[src/rtl/vga_fb_pkg.sv]
// Shared geometry, widths and FSM state type for the framebuffer line-fetch path.
package vga_fb_pkg;

  localparam int V_VIS      = 1080;
  localparam int SCALE_LOG2 = 3;
  localparam int ROW_WORDS  = 240;
  localparam int ROWS       = V_VIS >> SCALE_LOG2;
  localparam int DATA_W     = 12;
  localparam int ADDR_W     = 16;
  localparam int COL_W      = 8;

  typedef enum logic [1:0] {
    IDLE,
    ISSUE,
    DRAIN
  } state_t;

  // Largest base is 134*240 = 32160, so ADDR_W never wraps.
  function automatic logic [ADDR_W-1:0] row_base(input logic [COL_W-1:0] row);
    return ADDR_W'(row) * ADDR_W'(ROW_WORDS);
  endfunction

endpackage

[src/rtl/rd_return_pipe.sv]
// Tracks outstanding RAM reads so each returning word knows its line-buffer bank and column.
module rd_return_pipe
  import vga_fb_pkg::*;
#(
  parameter int RD_LAT = 2
) (
  input  logic             clk,
  input  logic             rst,
  input  logic             req_valid,
  input  logic             req_bank,
  input  logic [COL_W-1:0] req_col,
  output logic             ret_valid,
  output logic             ret_bank,
  output logic [COL_W-1:0] ret_col,
  output logic             empty
);

  logic [RD_LAT-1:0] vld_p;
  logic [RD_LAT-1:0] bank_p;
  logic [COL_W-1:0]  col_p [RD_LAT];

  // Valid bits are flushed on reset so no stale read ever reaches the line buffer.
  always_ff @(posedge clk or posedge rst) begin
    if (rst) begin
      vld_p <= '0;
    end else begin
      vld_p[0] <= req_valid;
      for (int i = 1; i < RD_LAT; i++) vld_p[i] <= vld_p[i-1];
    end
  end

  always_ff @(posedge clk) begin
    bank_p[0] <= req_bank;
    col_p[0]  <= req_col;
    for (int i = 1; i < RD_LAT; i++) begin
      bank_p[i] <= bank_p[i-1];
      col_p[i]  <= col_p[i-1];
    end
  end

  assign ret_valid = vld_p[RD_LAT-1];
  assign ret_bank  = bank_p[RD_LAT-1];
  assign ret_col   = col_p[RD_LAT-1];
  assign empty     = ~|vld_p;

endmodule

[src/rtl/fb_line_fetch_arbiter.sv]
// Prefetches one downscaled framebuffer row ahead of the raster into a ping-pong line
// buffer, granting the single RAM port to game-logic writes whenever no reads are issued.
module fb_line_fetch_arbiter
  import vga_fb_pkg::*;
#(
  parameter int RD_LAT = 2
) (
  input  logic              clk_pix,
  input  logic              rst,
  input  logic              video_on,
  input  logic              vsync,
  input  logic [11:0]       pixel_y,
  input  logic              wr_valid,
  output logic              wr_ready,
  input  logic [ADDR_W-1:0] wr_addr,
  input  logic [DATA_W-1:0] wr_data,
  output logic              mem_re,
  output logic              mem_we,
  output logic [ADDR_W-1:0] mem_addr,
  output logic [DATA_W-1:0] mem_wdata,
  input  logic [DATA_W-1:0] mem_rdata,
  output logic              lb_we,
  output logic              lb_bank,
  output logic [7:0]        lb_addr,
  output logic [DATA_W-1:0] lb_wdata,
  output logic              fetch_done,
  output logic              overrun
);

  localparam int              R_W      = 12 - SCALE_LOG2;
  localparam logic [R_W-1:0]  LAST_R   = R_W'(ROWS - 1);
  localparam logic [COL_W-1:0] LAST_COL = COL_W'(ROW_WORDS - 1);

  state_t           state;
  logic             vsync_q;
  logic             video_on_q;
  logic             bank;
  logic [COL_W-1:0] col;

  logic [R_W-1:0]   r;
  logic             trig0;
  logic             trig_line;
  logic             trig_any;
  logic [COL_W-1:0] trig_row;
  logic             accept;

  logic             ret_valid;
  logic             ret_bank;
  logic [COL_W-1:0] ret_col;
  logic             pipe_empty;

  assign r         = pixel_y[11:SCALE_LOG2];
  assign trig0     = vsync_q & ~vsync;
  assign trig_line = video_on & ~video_on_q & (pixel_y[SCALE_LOG2-1:0] == '0) & (r < LAST_R);
  assign trig_any  = trig0 | trig_line;
  // Frame start outranks a line trigger should both ever coincide.
  assign trig_row  = trig0 ? '0 : COL_W'(r + R_W'(1));

  assign wr_ready  = ((state == IDLE) || (state == DRAIN)) && !trig_any && !rst;
  assign accept    = wr_valid && wr_ready;

  // Edge-detect registers reset to their inactive levels so reset release never fakes a trigger.
  always_ff @(posedge clk_pix or posedge rst) begin
    if (rst) begin
      state      <= IDLE;
      vsync_q    <= 1'b0;
      video_on_q <= 1'b1;
      bank       <= 1'b0;
      col        <= '0;
      mem_re     <= 1'b0;
      mem_we     <= 1'b0;
      mem_addr   <= '0;
      mem_wdata  <= '0;
      fetch_done <= 1'b0;
      overrun    <= 1'b0;
    end else begin
      vsync_q    <= vsync;
      video_on_q <= video_on;
      mem_we     <= accept;
      fetch_done <= ret_valid && (ret_col == LAST_COL);
      if (accept) begin
        mem_addr  <= wr_addr;
        mem_wdata <= wr_data;
      end
      if (trig_any && (state != IDLE)) overrun <= 1'b1;

      case (state)
        IDLE: begin
          if (trig_any) begin
            state    <= ISSUE;
            bank     <= trig_row[0];
            col      <= '0;
            mem_re   <= 1'b1;
            mem_addr <= row_base(trig_row);
          end
        end
        ISSUE: begin
          if (col == LAST_COL) begin
            mem_re <= 1'b0;
            state  <= DRAIN;
          end else begin
            col      <= col + COL_W'(1);
            mem_addr <= mem_addr + ADDR_W'(1);
          end
        end
        DRAIN: begin
          if (pipe_empty) state <= IDLE;
        end
        default: state <= IDLE;
      endcase
    end
  end

  // Read return stage: tags issued with mem_re emerge RD_LAT cycles later alongside mem_rdata.
  rd_return_pipe #(
    .RD_LAT(RD_LAT)
  ) u_ret (
    .clk      (clk_pix),
    .rst      (rst),
    .req_valid(mem_re),
    .req_bank (bank),
    .req_col  (col),
    .ret_valid(ret_valid),
    .ret_bank (ret_bank),
    .ret_col  (ret_col),
    .empty    (pipe_empty)
  );

  assign lb_we    = ret_valid;
  assign lb_bank  = ret_valid & ret_bank;
  assign lb_addr  = ret_valid ? ret_col : '0;
  assign lb_wdata = ret_valid ? mem_rdata : '0;

endmodule

[config.mk]
export PLATFORM = sky130hd
export DESIGN_NAME = fb_line_fetch_arbiter
export DESIGN_NICKNAME = d
export VERILOG_FILES = /design/src/rtl/vga_fb_pkg.sv /design/src/rtl/rd_return_pipe.sv /design/src/rtl/fb_line_fetch_arbiter.sv
export SDC_FILE = /design/constraint.sdc
export NUM_CORES = 1
export LEC_CHECK = 0
export ABC_AREA = 1
export CAP_MARGIN = 5
export CORE_ASPECT_RATIO = 1.75
export CORE_MARGIN = 10
export CORE_UTILIZATION = 38
export CTS_CLUSTER_SIZE = 20
export DETAILED_ROUTE_END_ITERATION = 10
export PLACE_DENSITY = 0.75
export REMOVE_ABC_BUFFERS = 1
export SLEW_MARGIN = 5
export SYNTH_ARGS = -nofsm -noshare
export SYNTH_HDL_FRONTEND = slang
export SYNTH_SLANG_ARGS = --single-unit
[constraint.sdc]
create_clock -name clk_pix -period 3 [get_ports clk_pix]
set_input_delay 0.6 -clock clk_pix [delete_from_list [all_inputs] [get_ports clk_pix]]
set_output_delay 0.6 -clock clk_pix [all_outputs]
set_load 0.01 [all_outputs]
==> flow_metrics.env <==
export IMPL_status="complete, but fails checks"
export IMPL_violations="setup timing"
export IMPL_gp_congestion=0.898
export IMPL_fillerInstances=976
export IMPL_ant_nets=0
export IMPL_cts_tree="done"
export IMPL_place_ws_ns=-0.969
export IMPL_wl_per_cell_um=14.2
export IMPL_cpPeakStageDelay_ns=0.52
export IMPL_fin_nets=843
export IMPL_synth_seq_cells=65
export IMPL_criticalPathCategory="input port to flop"
export IMPL_p_per_area_mw_per_mm2=529
export IMPL_stdcell_count=895
export IMPL_vias=4310
export IMPL_max_freq_mhz=321
export IMPL_avgSynthCellArea_sq_um=7.42
export IMPL_die_w_um=101
export IMPL_finalMaxSlewViolations=0
export IMPL_dp_hpwl_um=9740
export IMPL_hold_viol_final=0
export IMPL_synthDistinctLibCells=41
export IMPL_fin_crit_ns=3.11
export IMPL_worstPathArrival_ns=3.33
export IMPL_drc=0
export IMPL_slowest_stage="fa_1"
export IMPL_power_total_uw=3560
export IMPL_path_clk_slew_ns=0.06
export IMPL_start_kind="input port"
export IMPL_rsz0062_at_grt="yes"
export IMPL_synth_cells=592
export IMPL_viasPerCell=4.82
export IMPL_seq_area_frac_synth_pct=35.0
export IMPL_crit_path_max_fanout=4
export IMPL_synth_edf_count=0
export IMPL_postLayoutCellArea_sq_mm=0.00673
export IMPL_cts_buffer_depth=2
export IMPL_p_switching_uw=1210
export IMPL_dieHeight_um=162
export IMPL_clk_latency_ns=0.34
export IMPL_p_sw_share_pct=34.0
export IMPL_grt_pass1_vias=4382
export IMPL_cts_root_buf="clkbuf_16"
export IMPL_fin_crit_sh_pct=104
export IMPL_io_pins=112
export IMPL_slew_limit_headroom_pct=53.8
export IMPL_crit_required_ns=3.22
export IMPL_row_count=51
export IMPL_syn_area_sq_mm=0.00439
export IMPL_power_share_sequential_pct=29.0
export IMPL_hold_path_class="flop to flop"
export IMPL_crit_chain="buf_8 -> ha_4 -> buf_6 -> nand2_4 -> o21ai_2 -> nand2_1 -> nor2_2 -> inv_2 -> buf_6 -> nand2_4 -> nand2_4 -> o21a_1 -> fa_1 -> inv_2 -> ha_4 -> inv_4 -> o21bai_4 -> inv_1 -> nand2_1 -> nand2_1 -> nand2_1 -> nor2_1 -> nor2_1 -> nand2_1"
export IMPL_layout_drive_gt1_share_pct=26.6
export IMPL_fin_ws_ns=-0.112
export IMPL_routed_wl_um=12700
export IMPL_clock_sinks=65
export IMPL_firstDrtPassIters=4
export IMPL_dp_cells=869
export IMPL_drt_initial_drc_count=173
export IMPL_antenna_found_initial=0
export IMPL_worst_hold_slack_ns=0.321
export IMPL_initial_core_util_pct=39.1
export IMPL_grtUsageTotal_pct=15.2
export IMPL_power_frac_clock_pct=29.5
export IMPL_power_share_combinational_pct=41.4
export IMPL_p_int_uw=2350
export IMPL_tightestPinTransition_ns=0.693
export IMPL_dieArea_sq_mm=0.0164
export IMPL_overflow=0
export IMPL_synth_warnings=0
export IMPL_grt_pass1_wl_um=20400
export IMPL_synth_main_ff_cell="dfrtp_1"
export IMPL_cts_made_buffers=9
export IMPL_crit_top_cell="nand2_1"
export IMPL_ir_worst_vdd_mv=0.326
export IMPL_finalSetupViolCount=5
export IMPL_end_kind="flop"
export IMPL_htreeDepth=3
export IMPL_syn_to_final_growth_pct=53.3
export IMPL_grt_max_degree=35
export IMPL_p_leak_uw=0.00341
export IMPL_placed_area_sq_mm=0.00595
export IMPL_cap_violations=0
export IMPL_finClkSkew_ns=0.00992
export IMPL_antennaDiodeCount=0
export IMPL_postSynth_asyncResetShare_pct=72.3
export IMPL_port_buffers=111
export IMPL_coreArea_sq_mm=0.0112
## sequential cells by signal, summed over array words and instances (netlist names)
name	flops
u_ret.col_p	16
col	8
u_ret.vld_p	2
vsync_q	1
u_ret.bank_p	2
fetch_done	1
mem_wdata	12
overrun	1
video_on_q	1
mem_re	1
bank	1
mem_we	1
state	2
mem_addr	16
## final cells by class
class	instances	area, sq um	share of cell area, %
Tap cell	132	165	2.45
Clock buffer	11	264	3.92
Timing Repair Buffer	165	1570	23.3
Multi-Input combinational cell	405	2720	40.5
Inverter	112	430	6.40
Sequential cell	65	1540	22.9
Clock inverter	5	43.8	0.651
## kinds of logic (layout without fill, tap and decap cells)
kind of cell / after synthesis / after routing / synth area share (%)
compound gates: 48 / 48 / 6.81
xor+xnor: 15 / 15 / 2.99
fa+ha+maj: 28 / 28 / 9.18
buf+inv: 122 / 293 / 11.5
flops: 65 / 65 / 35.0
simple gates: 314 / 314 / 34.5
## power by group through the flow
stage / sequential (uW) / clock, uW / combinational, uW
after global placement: 1040 / 0 / 1080
after CTS: 1030 / 1070 / 1320
final: 1030 / 1050 / 1480
after detailed placement: 1050 / 0 / 1100
after floorplan: 1040 / 0 / 599
after global routing: 1040 / 1110 / 1620
## Yosys cell counts, types with 3 or more instances
master    instances  share of area, %
a21oi_1          13               1.5
buf_2             5              0.57
dfrtp_1          46                26
dfxtp_1          18               8.2
fa_1              7               3.2
ha_1             21               6.0
inv_1           103               8.8
inv_2             6              0.51
inv_4             3              0.43
nand2_1         185                16
nand2_4           9               2.3
nand3_1          27               3.1
nand3_2          13               3.0
nand4_1           8               1.1
nor2_1           45               3.8
nor2_2            6              0.86
nor2_4            3              0.77
nor3_1            6              0.68
nor3_2            4              0.91
o21ai_0          13               1.5
o21ai_1           6              0.68
o21ai_2           5               1.0
o21bai_1          5              0.86
xnor2_1           5               1.0
xor2_1           10               2.0
## per-layer routing
layer	up-vias	part of all wire (%)	global-route usage, %
met3	38	5.2	3.10
met5	-	0	0
met4	0	4.3	7.82
met2	127	55	28.4
li1	2150	-	-
met1	1995	36	14.9
## path summary, 6_finish.rpt
path                                           start                         end  cells after the start  slack (ns)
max                                       pixel_y[3]      mem_addr[12]$_DFF_PP0_                     24       -0.11
min                        u_ret.col_p[0][4]$_DFF_P_  u_ret.col_p[0][12]$_DFF_P_                      0        0.32
max reg2reg                        vsync_q$_DFF_PP0_      mem_addr[12]$_DFF_PP0_                     18       -0.04
min reg2reg                u_ret.col_p[0][4]$_DFF_P_  u_ret.col_p[0][12]$_DFF_P_                      0        0.32
max in group asynchronous                        rst       mem_addr[2]$_DFF_PP0_                      3        1.75
min in group asynchronous                        rst          mem_re$_DFFE_PP0P_                      2        0.68
## cells in the final DEF, fill, tap and decap left out, types with 10 or more instances in the layout
master and n:
nor2_1 39, clkbuf_16 10, nand3_2 17, nand3_1 21, nand2_2 16, o21ai_0 11, dfrtp_1 46, inv_1 89
buf_4 47, dfxtp_1 18, nand2_1 165, ha_1 11, nand2_4 15, inv_2 19, clkdlybuf4s50_1 104, ha_4 10
## critical path, delay by kind of cell
family                   cells  cell delay (ns)
adder cells (fa/ha/maj)      3             0.97
AND/OR/NAND/NOR             11             0.78
buffers and inverters        7             0.53
AO/OA/AOI/OAI                3             0.45
## what timing repair did
item                                    in CTS  in global routing
hold buffers                                 0                  0
buffers inserted                             7                  3
gates resized for setup                     70                 52
endpoints found under the setup margin       9                  8
hold endpoints to repair                     0                  0
pin swaps                                   32                 47
## per-stage QoR
stage,TNS [ns],util (%)
6_report,-0.448,59.9
5_1_grt,-1.50,59.9
4_1_cts,-0.680,58.2
3_5_place_dp,-7.72,53.0
3_3_place_gp,-6.93,53.0
2_1_floorplan,-1.61,-
No activity file was read; power rests on OpenSTA's default activity.
